===== src/rtl/nbody_pkg.sv =====
// Shared types and latency constants for the n-body acceleration datapath.
// The getAccl stage latencies here set the depth of the result tag line.
package nbody_pkg;

   localparam int NMAX = 1024;
   localparam int IDXW = $clog2(NMAX);

   localparam int MULT_TIME    = 14;
   localparam int ADD_TIME     = 11;
   localparam int INVSQRT_TIME = 30;

   // Operands at the getAccl inputs to the matching ax/ay at its outputs.
   localparam int PIPE_LAT_DEFAULT = 1 + 2 * ADD_TIME + 5 * MULT_TIME + INVSQRT_TIME;

   typedef enum logic [1:0] {
      IDLE   = 2'd0,
      LOAD_I = 2'd1,
      ISSUE  = 2'd2,
      DRAIN  = 2'd3
   } seq_state_e;

   typedef struct packed {
      logic            valid;
      logic [IDXW-1:0] idx;
      logic            last;
   } tag_t;

endpackage


===== src/rtl/accel_sequencer_tag_delay.sv =====
// Fixed-depth shift line carrying result tags alongside the getAccl pipeline.
// valid_cnt is the number of valid tags currently held in the line.
module tag_delay
   import nbody_pkg::*;
#(
   parameter int LAT  = PIPE_LAT_DEFAULT,
   parameter int CNTW = $clog2(LAT + 1)
) (
   input  logic            clk,
   input  logic            rst_n,
   input  tag_t            tag_in,
   output tag_t            tag_out,
   output logic [CNTW-1:0] valid_cnt
);

   tag_t            line_q [LAT];
   logic [CNTW-1:0] cnt_q;
   logic [CNTW-1:0] cnt_d;

   always_comb begin
      cnt_d = cnt_q + CNTW'(tag_in.valid) - CNTW'(line_q[LAT-1].valid);
   end

   always_ff @(posedge clk or negedge rst_n) begin
      if (!rst_n) begin
         for (int k = 0; k < LAT; k++) begin
            line_q[k] <= '0;
         end
         cnt_q <= '0;
      end else begin
         line_q[0] <= tag_in;
         for (int k = 1; k < LAT; k++) begin
            line_q[k] <= line_q[k-1];
         end
         cnt_q <= cnt_d;
      end
   end

   assign tag_out   = line_q[LAT-1];
   assign valid_cnt = cnt_q;

endmodule


===== src/rtl/accel_sequencer.sv =====
// Walks every (i, j) body pair into getAccl, one pair per cycle, and tags each ax/ay result.
// Build macro SKIP_SELF_EN: when defined, j == i pairs are neither read nor issued.
module accel_sequencer
   import nbody_pkg::*;
#(
   parameter int PIPE_LAT = PIPE_LAT_DEFAULT
) (
   input  logic            clk,
   input  logic            rst_n,
   input  logic            start,
   input  logic [IDXW:0]   n_bodies,
   output logic            busy,
   output logic            done,
   output logic            rd_en,
   output logic [IDXW-1:0] rd_addr,
   input  logic [63:0]     rd_x,
   input  logic [63:0]     rd_y,
   input  logic [63:0]     rd_m,
   output logic [63:0]     x1,
   output logic [63:0]     y1,
   output logic [63:0]     x2,
   output logic [63:0]     y2,
   output logic [63:0]     m2,
   input  logic [63:0]     ax_in,
   input  logic [63:0]     ay_in,
   output logic            res_valid,
   output logic [IDXW-1:0] res_i,
   output logic            res_last,
   output logic [63:0]     res_ax,
   output logic [63:0]     res_ay,
   output seq_state_e      dbg_state
);

   localparam int            CNTW   = $clog2(PIPE_LAT + 1);
   localparam logic [IDXW:0] NMAX_W = (IDXW + 1)'(NMAX);

   seq_state_e      state_q, state_d;
   logic [IDXW:0]   n_q, n_d;
   logic [IDXW-1:0] i_q, i_d;
   logic [IDXW-1:0] j_q, j_d;
   logic            phase_q, phase_d;
   logic            busy_q, busy_d;
   logic            done_q, done_d;
   logic [63:0]     x1_q, x1_d, y1_q, y1_d;
   logic [63:0]     x2_q, y2_q, m2_q;
   tag_t            ret_q, ret_d;
   tag_t            push_q;
   logic            res_valid_q, res_last_q;
   logic [IDXW-1:0] res_i_q;
   logic [63:0]     res_ax_q, res_ay_q;

   tag_t            tag_out;
   logic [CNTW-1:0] valid_cnt;

   logic [IDXW:0]   n_sat;
   logic [IDXW:0]   n_last;
   logic [IDXW:0]   j_last_idx;
   logic [IDXW-1:0] j_first;
   logic [IDXW-1:0] j_next;
   logic            i_last;
   logic            j_last;
   logic            line_busy;

   assign n_sat  = (n_bodies > NMAX_W) ? NMAX_W : n_bodies;
   assign n_last = n_q - (IDXW + 1)'(1);
   assign i_last = ({1'b0, i_q} == n_last);

`ifdef SKIP_SELF_EN
   logic [IDXW-1:0] j_inc;
   assign j_inc      = j_q + IDXW'(1);
   assign j_next     = (j_inc == i_q) ? j_q + IDXW'(2) : j_inc;
   assign j_first    = (i_q == '0) ? IDXW'(1) : '0;
   assign j_last_idx = i_last ? n_q - (IDXW + 1)'(2) : n_last;
`else
   assign j_next     = j_q + IDXW'(1);
   assign j_first    = '0;
   assign j_last_idx = n_last;
`endif

   assign j_last = ({1'b0, j_q} == j_last_idx);

   // Only the emerging entry (already being registered into res_*) may remain.
   assign line_busy = ret_q.valid | push_q.valid | (valid_cnt > CNTW'(tag_out.valid));

   always_comb begin
      state_d = state_q;
      n_d     = n_q;
      i_d     = i_q;
      j_d     = j_q;
      phase_d = phase_q;
      busy_d  = busy_q;
      done_d  = 1'b0;
      x1_d    = x1_q;
      y1_d    = y1_q;
      ret_d   = '0;
      case (state_q)
         IDLE: begin
            if (start) begin
               if (n_sat != '0) begin
                  n_d     = n_sat;
                  i_d     = '0;
                  phase_d = 1'b0;
                  busy_d  = 1'b1;
                  state_d = LOAD_I;
               end else begin
                  done_d = 1'b1;
               end
            end
         end
         LOAD_I: begin
            if (!phase_q) begin
               phase_d = 1'b1;
            end else begin
               x1_d    = rd_x;
               y1_d    = rd_y;
               phase_d = 1'b0;
               j_d     = j_first;
               state_d = ISSUE;
`ifdef SKIP_SELF_EN
               if (n_q == (IDXW + 1)'(1)) begin
                  state_d = DRAIN;
               end
`endif
            end
         end
         ISSUE: begin
            ret_d.valid = 1'b1;
            ret_d.idx   = i_q;
            ret_d.last  = j_last;
            j_d         = j_next;
            if (j_last) begin
               if (i_last) begin
                  state_d = DRAIN;
               end else begin
                  i_d     = i_q + IDXW'(1);
                  state_d = LOAD_I;
               end
            end
         end
         DRAIN: begin
            if (!line_busy) begin
               done_d  = 1'b1;
               busy_d  = 1'b0;
               state_d = IDLE;
            end
         end
         default: state_d = IDLE;
      endcase
   end

   always_comb begin
      rd_en   = 1'b0;
      rd_addr = '0;
      if (state_q == LOAD_I && !phase_q) begin
         rd_en   = 1'b1;
         rd_addr = i_q;
      end else if (state_q == ISSUE) begin
         rd_en   = 1'b1;
         rd_addr = j_q;
      end
   end

   always_ff @(posedge clk or negedge rst_n) begin
      if (!rst_n) begin
         state_q     <= IDLE;
         n_q         <= '0;
         i_q         <= '0;
         j_q         <= '0;
         phase_q     <= 1'b0;
         busy_q      <= 1'b0;
         done_q      <= 1'b0;
         x1_q        <= '0;
         y1_q        <= '0;
         x2_q        <= '0;
         y2_q        <= '0;
         m2_q        <= '0;
         ret_q       <= '0;
         push_q      <= '0;
         res_valid_q <= 1'b0;
         res_i_q     <= '0;
         res_last_q  <= 1'b0;
         res_ax_q    <= '0;
         res_ay_q    <= '0;
      end else begin
         state_q <= state_d;
         n_q     <= n_d;
         i_q     <= i_d;
         j_q     <= j_d;
         phase_q <= phase_d;
         busy_q  <= busy_d;
         done_q  <= done_d;
         x1_q    <= x1_d;
         y1_q    <= y1_d;
         ret_q   <= ret_d;
         // RAM data returns the cycle after an issue read; operands and tag appear together.
         if (ret_q.valid) begin
            x2_q <= rd_x;
            y2_q <= rd_y;
            m2_q <= rd_m;
         end
         push_q      <= ret_q;
         res_valid_q <= tag_out.valid;
         res_i_q     <= tag_out.idx;
         res_last_q  <= tag_out.last;
         res_ax_q    <= ax_in;
         res_ay_q    <= ay_in;
      end
   end

   tag_delay #(
      .LAT  (PIPE_LAT),
      .CNTW (CNTW)
   ) u_tag_delay (
      .clk       (clk),
      .rst_n     (rst_n),
      .tag_in    (push_q),
      .tag_out   (tag_out),
      .valid_cnt (valid_cnt)
   );

   // res_valid is a strobe with no ready: every asserted cycle is one result the consumer must take.
   assign res_valid = res_valid_q;
   assign res_i     = res_i_q;
   assign res_last  = res_last_q;
   assign res_ax    = res_ax_q;
   assign res_ay    = res_ay_q;
   assign busy      = busy_q;
   assign done      = done_q;
   assign x1        = x1_q;
   assign y1        = y1_q;
   assign x2        = x2_q;
   assign y2        = y2_q;
   assign m2        = m2_q;
   assign dbg_state = state_q;

endmodule


===== config.mk =====
export PLATFORM = sky130hd
export DESIGN_NAME = accel_sequencer
export DESIGN_NICKNAME = d
export VERILOG_FILES = /design/src/rtl/nbody_pkg.sv /design/src/rtl/accel_sequencer_tag_delay.sv /design/src/rtl/accel_sequencer.sv
export SDC_FILE = /design/constraint.sdc
export NUM_CORES = 1
export LEC_CHECK = 0
export BUFFER_PORTS_ARGS = -buffer_cell sky130_fd_sc_hd__buf_4
export CAP_MARGIN = 20
export CELL_PAD_IN_SITES_DETAIL_PLACEMENT = 0
export CELL_PAD_IN_SITES_GLOBAL_PLACEMENT = 1
export CORE_MARGIN = 4
export CORE_UTILIZATION = 43
export CTS_CLUSTER_SIZE = 40
export DETAILED_ROUTE_END_ITERATION = 8
export PLACE_DENSITY_LB_ADDON = 0.1
export SYNTH_ARGS = -nofsm -noshare
export SYNTH_HDL_FRONTEND = slang
export SYNTH_SLANG_ARGS = --single-unit

===== constraint.sdc =====
create_clock -name clk -period 2.6 [get_ports clk]
set_input_delay 0.78 -clock clk [delete_from_list [all_inputs] [get_ports clk]]
set_output_delay 0.78 -clock clk [all_outputs]
set_load 0.05 [all_outputs]

==> impl_metrics.ini, run 1 <==
[synthesis]
syn_nets = 3083
ys_types = 65
synth-edff-count = 0
ys_top_cells_by_area = dfrtp_1 (89%), mux2_2 (6.4%), ha_1 (0.47%)
ys_async_sr_fraction_pct = 100
synth_top_area_share_pct = 89.0
synth_area_sq_mm = 0.0563
netlist_instances = 2727
syn-mean-instance-area_sq_um = 20.6
ys_ff_latch = 2003
yosysSeqAreaShare_pct = 89.0
yosysTopAreaCell = dfrtp_1
synthFlopType = dfrtp_1
yosys_warnings = 0

[die]
coreArea_sq_mm = 0.130
die-width_um = 370
pin_count = 809
start_util_pct = 43.4
num_rows = 132
dieHeight_um = 370
dieArea_sq_mm = 0.137

[clock_tree]
cts_tree = done
numClockSinks = 2003
clk_path_buf_depth = 3
h-tree-depth = 4
cts-root-buf = clkbuf_16
cts_buffers = 194
clock_latency_ns = 0.79
clk_pin_slew_ns = 0.06

[power]
powerDensity_mw_per_mm2 = 1260
p_leak_uw = 0.0374
max-vdd-ir-drop_uv = 1090

[timing]
slew_viol_final = 0
finalSetupViolCount = 21
skew_ns = 0.0467
slew_headroom_pct = 51.3
period_needed_ns = 2.89
setup_ws_ns = -0.287
finalHoldViolCount = 0
finalCritPeriodShare_pct = 111
rsz0062_at_grt = yes
worstMarginPinSlew_ns = 0.731
max_freq_mhz = 346

[worst_setup_path]
startpoint_type = register
crit_path_end_kind = output pin
critPathMaxFanout = 5
crit_type = reg2out
required_ns = 1.82
r2r_cells = 10
cp.arrival_ns = 2.11

[status]
violations = negative setup slack
status = finished, violations left

[global_routing]
first_global_vias = 29800
grt_max_degree = 72
overflow = 0
track_usage_pct = 19.0
grt_pass1_wl_mm = 192
antenna_found_initial = 23

[worst_hold_path]
holdCritPathClass = in2reg
min_path_cells = 1

[run]
maxCapViolations = 0

[placed_design]
portBuffers = 808
dp_cells = 5350
gp_congestion = 0.874
dp_hpwl_mm = 88.6

[detailed_routing]
dr.pass1.iters = 7
num_vias = 26400
routed_wl_mm = 128
drt-vias-per-instance = 4.59
wl_per_cell_um = 22.3
drtIter0Drc = 1610
drc = 0
antenna_left = 0

[cells_and_area]
fin_util_pct = 56.5
area_growth_pct = 30.2
fin_nets = 4177
drive_gt1_share_pct = 42.0
final_cells = 5736
==> kinds of logic (layout without fill, tap and decap cells) <==
group                    count (synthesis)  after routing  share of synthesized area (%)
buffers and inverters                   85           1340                          0.627
AO/OA/AOI/OAI                           93             93                           1.29
flip-flops                            2003           2003                           89.0
other                                    0             11                              0
AND/OR/NAND/NOR                        166            167                           1.56
multiplexers                           323            323                           6.46
adder cells (fa/ha/maj)                 22             22                          0.502
XOR/XNOR                                35             35                          0.544
==> worst max-delay path: stages (launching register included) <==
cell and delay (ns):
dfrtp_2 0.46, ha_4 0.19, nor2b_4 0.14, buf_6 0.15
o31ai_4 0.21, buf_6 0.20
==> sequential cells by signal, summed over array words and instances (netlist names), 11 cells and up <==
| register | cells |
|---|---|
| res_ay | 64 |
| n_q | 11 |
| x2 | 64 |
| res_ax | 64 |
| push_q | 12 |
| m2 | 64 |
| y1 | 64 |
| ret_q | 12 |
| y2 | 64 |
| u_tag_delay.line_q | 1464 |
| x1 | 64 |
| u_tag_delay.tag_out | 12 |
==> layout by cell type (no fill, tap or decap), types with 14 or more instances in the layout <==
| master | synthesis | final |
|---|---|---|
| xor2_1 | 15 | 14 |
| o21ai_0 | 22 | 20 |
| nand2_1 | 47 | 32 |
| mux2_2 | 321 | 321 |
| clkbuf_1 | 43 | 37 |
| dfrtp_1 | 2003 | 1999 |
| clkbuf_8 | 0 | 39 |
| ha_1 | 21 | 18 |
| xnor2_1 | 20 | 19 |
| buf_4 | 0 | 898 |
| nand2b_1 | 17 | 16 |
| clkinv_2 | 0 | 38 |
| nor2_1 | 27 | 27 |
| bufinv_16 | 0 | 27 |
| buf_12 | 0 | 36 |
| inv_1 | 28 | 23 |
| nand4_1 | 16 | 16 |
| clkbuf_16 | 0 | 196 |
==> routing by layer <==
metal | up-vias | wire length, um | track usage (%)
met5 | - | 41 | 0
met4 | 6 | 3060 | 5.94
li1 | 11200 | - | -
met1 | 14200 | 54400 | 26.2
met2 | 746 | 60100 | 28.7
met3 | 201 | 10100 | 6.40
==> report_power, final <==
group | internal (uW) | switching, uW
combinational | 8790 | 17600
clock | 17800 | 11700
sequential | 34500 | 1950
total | 61000 | 31300
==> what timing repair did <==
action,CTS,global route
pin swaps,16,7
endpoints found under the hold margin,32,0
setup endpoints to repair,23,23
gates cloned,1,1
resized for setup,64,18
hold buffers,2,0
buffers inserted,10,3
==> worst paths after layout <==
kind	slack (ns)	start	endpoint
max in group asynchronous	0.97	rst_n	u_tag_delay.line_q[733]
max	-0.29	dbg_state[0]	rd_addr[6]
min reg2reg	0.30	u_tag_delay.line_q[1086]	u_tag_delay.line_q[1074]
min	0.09	ax_in[23]	res_ax[23]
min in group asynchronous	0.60	rst_n	res_ax[46]
max reg2reg	-0.17	n_q[0]	i_q[7]
==> cell type report <==
| class | instances | area, sq um |
|---|---|---|
| Clock buffer | 272 | 5580 |
| Tap cell | 1742 | 2180 |
| Sequential cell | 2003 | 50100 |
| Inverter | 28 | 105 |
| Multi-Input combinational cell | 640 | 6180 |
| Fill cell | 10100 | 56500 |
| Timing Repair Buffer | 954 | 7730 |
| Antenna cell | 11 | 27.5 |
| Clock inverter | 86 | 1350 |
==> cell usage after synthesis (3+ instances only) <==
library cell and instances:
nand3_1 14, xnor2_1 20, nand2_1 47, buf_1 7, xor2_1 15, o31ai_1 6
and3_1 7, nor2_1 27, a21boi_0 3, nand4_1 16, o21ai_0 22, buf_6 4
nand2b_1 17, dfrtp_1 2003, a21oi_1 9, a211oi_1 3, ha_1 21, buf_2 3
o41ai_1 6, inv_1 28, nor4_1 6, or2_2 3, o211ai_1 3, mux2_2 321
clkbuf_1 43, a22oi_1 8, and2_1 10, a22o_1 3
==> through the flow <==
stage	hold slack [ns]	setup TNS (ns)	cell area [sq um]	power, uW	setup slack, ns
after global routing	0.00780	-6.24	73300	96300	-0.392
after detailed placement	0.335	-2.31	65800	62900	-0.247
final	0.0879	-4.16	73300	92300	-0.287
after CTS	0.000926	-4.90	73100	93300	-0.363
after global placement	0.331	-2.15	65800	62700	-0.265
after floorplan	0.331	-1.72	56400	52600	-0.189
No activity file was read; power rests on OpenSTA's default activity.
==> run 2: changes to the inputs <==
SETUP_SLACK_MARGIN = 0.2   (was not set)
==> run 2 against run 1 <==
The flow still finishes with violations (negative setup slack). Clock skew shrank 0.012 ns. Global-route usage grew 0.43 points. Combinational power is essentially flat. Die area is the same. Critical path depth grew 1. Sequential cell count is the same. Worst hold slack gained 0.015 ns. Clock power is essentially flat. Via count shrank 0.25%. Clock-buffer cell count grew 17. Highest routed layer unchanged.
==> impl_metrics.ini, run 2 (synthesis results as in run 1) <==
[status]
status = finished, violations left
violations = negative setup slack

[timing]
rsz0062_at_grt = yes
max_freq_mhz = 342
period_needed_ns = 2.92
setup_ws_ns = -0.323
finalHoldViolCount = 0
skew_ns = 0.0349
setup_tns_ns = -4.04
slew_headroom_pct = 50.9
finalCritPeriodShare_pct = 112
finalSetupViolCount = 21
worstMarginPinSlew_ns = 0.737
whs_ns = 0.103
slew_viol_final = 0

[worst_setup_path]
cp_common_cell = buf_6
crit_type = reg2out
critPathMaxFanout = 4
path_cells = ha_4, nor2b_4, buf_6, buf_6, o31ai_4, buf_6
cp.arrival_ns = 2.14
crit_path_end_kind = output pin
startpoint_type = register
required_ns = 1.82
cp_slowest_cell = dfrtp_2
slowest_delay_ns = 0.45
r2r_setup_slack_ns = -0.11

[die]
die-width_um = 370
num_rows = 132
dieArea_sq_mm = 0.137
start_util_pct = 43.4
dieHeight_um = 370
pin_count = 809
coreArea_sq_mm = 0.130

[cells_and_area]
final_common_cell = dfrtp_1
mostFrequentLayoutCells = dfrtp_1 (1998), buf_4 (892), mux2_2 (321), clkbuf_16 (197), clkbuf_8 (57)
area_growth_pct = 30.8
largest_reg_flops = 1464
fillers = 10100
fin_util_pct = 56.7
final_cells = 5758
fin_nets = 4204
regMostFlops = u_tag_delay.line_q
drive_gt1_share_pct = 42.1

[run]
maxCapViolations = 0

[clock_tree]
cts-root-buf = clkbuf_16
numClockSinks = 2003
cts_tree = done
cts_buffers = 195
clk_pin_slew_ns = 0.06
clock_latency_ns = 0.79
clk_path_buf_depth = 3
h-tree-depth = 4

[detailed_routing]
routed_wl_mm = 131
dr.pass1.iters = 5
drt-vias-per-instance = 4.56
drc = 0
antenna_left = 0
num_vias = 26300
wl_per_cell_um = 22.7
drtIter0Drc = 1498

[placed_design]
gp_congestion = 0.899
dp_cells = 5342
portBuffers = 808
dp_hpwl_mm = 90.6

[power]
totalPowerFinal_uw = 92500
powerDensity_mw_per_mm2 = 1260
max-vdd-ir-drop_uv = 865
p_leak_uw = 0.0375

[global_routing]
overflow = 0
first_global_vias = 29500
track_usage_pct = 19.4
antenna_found_initial = 14
grt_pass1_wl_mm = 196
grt_max_degree = 105

[worst_hold_path]
holdCritPathClass = in2reg
## run 2: final timing paths
| kind | from | endpoint | cells past startpoint |
|---|---|---|---|
| min reg2reg | u_tag_delay.line_q[1468] | u_tag_delay.line_q[1456] | 0 |
| max | dbg_state[0] | rd_addr[4] | 6 |
| max in group asynchronous | rst_n | ret_q[11] | 4 |
| max reg2reg | n_q[1] | i_q[9] | 10 |
| min in group asynchronous | rst_n | u_tag_delay.line_q[543] | 2 |
| min | ax_in[44] | res_ax[44] | 1 |
## run 2: layout make-up
cell class | instances | area [sq um] | share of cell area (%)
clock buffer | 289 | 5850 | 7.94
clock inverter | 69 | 1080 | 1.47
multi-input combinational | 640 | 6260 | 8.50
timing repair buffer | 980 | 8020 | 10.9
tap | 1742 | 2180 | 2.96
inverter | 28 | 118 | 0.160
sequential | 2003 | 50100 | 68.1
antenna | 7 | 17.5 | 0.0238
## run 2: what timing repair did
| item | CTS | global route |
|---|---|---|
| endpoints found under the hold margin | 46 | 0 |
| hold buffers | 23 | 0 |
| resized for setup | 77 | 32 |
| endpoints found under the setup margin | 26 | 29 |
| gates cloned | 2 | 0 |
| setup buffers | 18 | 8 |
| pin swaps | 26 | 20 |
## run 2: routing by layer
layer / up-vias / global-route usage, % / routed length (um)
li1: 11200 / - / -
met1: 14100 / 26.9 / 56100
met2: 753 / 29.6 / 61400
met3: 202 / 6.51 / 10300
met4: 6 / 5.33 / 3030
met5: - / 0 / 37
## run 2: stage by stage
stage	instance area (sq um)	worst slack (ns)
5_1_grt	73600	-0.439
2_1_floorplan	56400	-0.189
3_5_place_dp	65800	-0.228
6_report	73700	-0.323
3_3_place_gp	65800	-0.261
4_1_cts	73400	-0.427
## run 2: power by group
part | leakage, uW | internal, uW | switching, uW
Clock | 0.00341 | 17700 | 11600
Sequential | 0.0269 | 34500 | 2070
Combinational | 0.00725 | 9100 | 17500
## run 2: worst max-delay path, delay by kind of cell (launching register included)
| kind | cells | cell delay, ns |
|---|---|---|
| AO/OA/AOI/OAI | 1 | 0.19 |
| adder cells (fa/ha/maj) | 1 | 0.18 |
| buffers and inverters | 3 | 0.45 |
| flip-flops | 1 | 0.45 |
| AND/OR/NAND/NOR | 1 | 0.13 |
==> run 3: changes to the inputs <==
RECOVER_POWER = 25   (was not set)
==> run 3 against run 2 <==
The flow still finishes with violations (negative setup slack). Worst setup slack barely moved. Worst hold slack improved by 0.016 ns. Via count rose by 0.14%. Final cell count barely moved. Sequential share of layout area barely moved. Die area did not move. Fmax barely moved.
==> impl_metrics.ini, run 3 (synthesis results as in run 1) <==
[status]
status = finished, violations left
violations = negative setup slack

[worst_setup_path]
r2r-end = i_q[8]
crit_family = flip-flops
path_cells = ha_4, nor2b_4, buf_6, buf_6, o31ai_4, buf_6
r2r_setup_slack_ns = -0.11
r2r_start = n_q[1]
critPathMaxFanout = 4
required_ns = 1.82
cp.arrival_ns = 2.14
slowest_delay_ns = 0.45
cp_slowest_cell = dfrtp_2
cp_common_cell = buf_6
crit_buf_inv = 3
startpoint_type = register
crit_path_end_kind = output pin
r2r_cells = 10
crit_type = reg2out

[worst_hold_path]
hp-start = ax_in[44]
holdCritPathClass = in2reg
min_path_cells = 1
holdPathEnd = res_ax[44]

[detailed_routing]
drt-vias-per-instance = 4.57
wl_met1_mm = 56.7
wl_per_cell_um = 22.7
dr_wl_met2_mm = 61.4
routed_wl_mm = 131
antenna_left = 0
drc = 0
num_vias = 26300
route.top_layer_used = met5
dr_wl_met3_mm = 9.83
dr.pass1.iters = 5
drtIter0Drc = 1471

[power]
p_leak_uw = 0.0375
max-vdd-ir-drop_uv = 868
powerDensity_mw_per_mm2 = 1260
totalPowerFinal_uw = 92600

[cells_and_area]
final_common_cell = dfrtp_1
fin_nets = 4204
final_cells = 5759
regMostFlops = u_tag_delay.line_q
fin_area_sq_mm = 0.0737
largest_reg_flops = 1464
mostFrequentLayoutCells = dfrtp_1 (1998), buf_4 (786), mux2_2 (321), clkbuf_16 (197), clkbuf_4 (105)
area_growth_pct = 30.8
drive_gt1_share_pct = 42.1

[timing]
period_needed_ns = 2.92
rsz0062_at_grt = yes
slew_viol_final = 0
finalSetupViolCount = 21
finalCritPeriodShare_pct = 112
max_freq_mhz = 342
worstMarginPinSlew_ns = 0.732
setup_ws_ns = -0.323
whs_ns = 0.119
skew_ns = 0.0395
slew_headroom_pct = 51.2
finalHoldViolCount = 0

[placed_design]
gp_congestion = 0.899
dp_cells = 5342
dpl_cell_area_sq_mm = 0.0658
portBuffers = 808
post-place-ws_ns = -0.228
dp_hpwl_mm = 90.6

[clock_tree]
cts-root-buf = clkbuf_16
clk_pin_slew_ns = 0.06
clk_path_buf_depth = 3
clock_latency_ns = 0.79
cts_tree = done
h-tree-depth = 4
cts_buffers = 195
numClockSinks = 2003

[global_routing]
first_global_vias = 29500
grt_max_degree = 105
antenna_found_initial = 14
grt_pass1_wl_mm = 196
overflow = 0
track_usage_pct = 19.4

[die]
pin_count = 809
die-width_um = 370
num_rows = 132
dieArea_sq_mm = 0.137
dieHeight_um = 370
start_util_pct = 43.4
coreArea_sq_mm = 0.130

[run]
maxCapViolations = 0
[run 3: cell types whose count changed in the layout (fill, tap and decap cells not counted), sizes merged]
cell,previous run,this run
buf,957,851
clkbuf,289,395
diode,7,8
[run 3: repair_timing]
| action | CTS | global route |
|---|---|---|
| pin swaps | 26 | 20 |
| resized for setup | 77 | 32 |
| endpoints found under the setup margin | 26 | 29 |
| buffers inserted | 18 | 8 |
| gates cloned | 2 | 0 |
| hold buffers | 23 | 0 |
| hold endpoints to repair | 46 | 0 |
[run 3: how the worst max path moves through the flow]
stage | from | end | slack (ns) | cells after the start
5_1_grt | dbg_state[1] | rd_addr[4] | -0.44 | 8
3_3_place_gp | n_q[1] | i_q[9] | -0.26 | 12
6_report | dbg_state[0] | rd_addr[4] | -0.32 | 6
2_1_floorplan | n_q[0] | i_q[8] | -0.19 | 10
3_5_place_dp | n_q[1] | i_q[3] | -0.23 | 10
4_1_cts | dbg_state[0] | rd_addr[4] | -0.43 | 6
[run 3: power breakdown]
part	switching, uW	leakage [uW]	internal [uW]
Combinational	17600	0.00723	9090
Clock	11600	0.00341	17700
Sequential	2070	0.0269	34500
Total	31300	0.0375	61300
[run 3: worst reg2reg max path, stage by stage, from the launching register on]
cell and delay [ns]:
dfrtp_1 0.39, inv_2 0.08, ha_4 0.13, or3b_4 0.39, or3_4 0.39, a2111oi_4 0.38
o2111ai_2 0.22, o31ai_4 0.25, buf_6 0.14, nor4_1 0.04, a211o_1 0.23
[run 3: metal layers]
layer  track usage, %  vias up
met5                0        -
met4             5.33        6
met3             6.51      205
met2             29.6      747
met1             26.9    14100
li1                 -    11200
[run 3: layout make-up]
cell class	count	area, sq um
sequential	2003	50100
inverter	28	118
multi-input combinational	640	6260
timing repair buffer	980	8020
clock inverter	69	1080
tap	1742	2180
fill	10000	56200
antenna	8	20.0
clock buffer	289	5850
[run 3: through the flow]
step	setup TNS, ns	util [%]
final	-4.09	56.7
after global routing	-6.79	56.7
after CTS	-5.53	56.6
after detailed placement	-2.25	50.7
after global placement	-2.54	50.7
after floorplan	-1.72	-
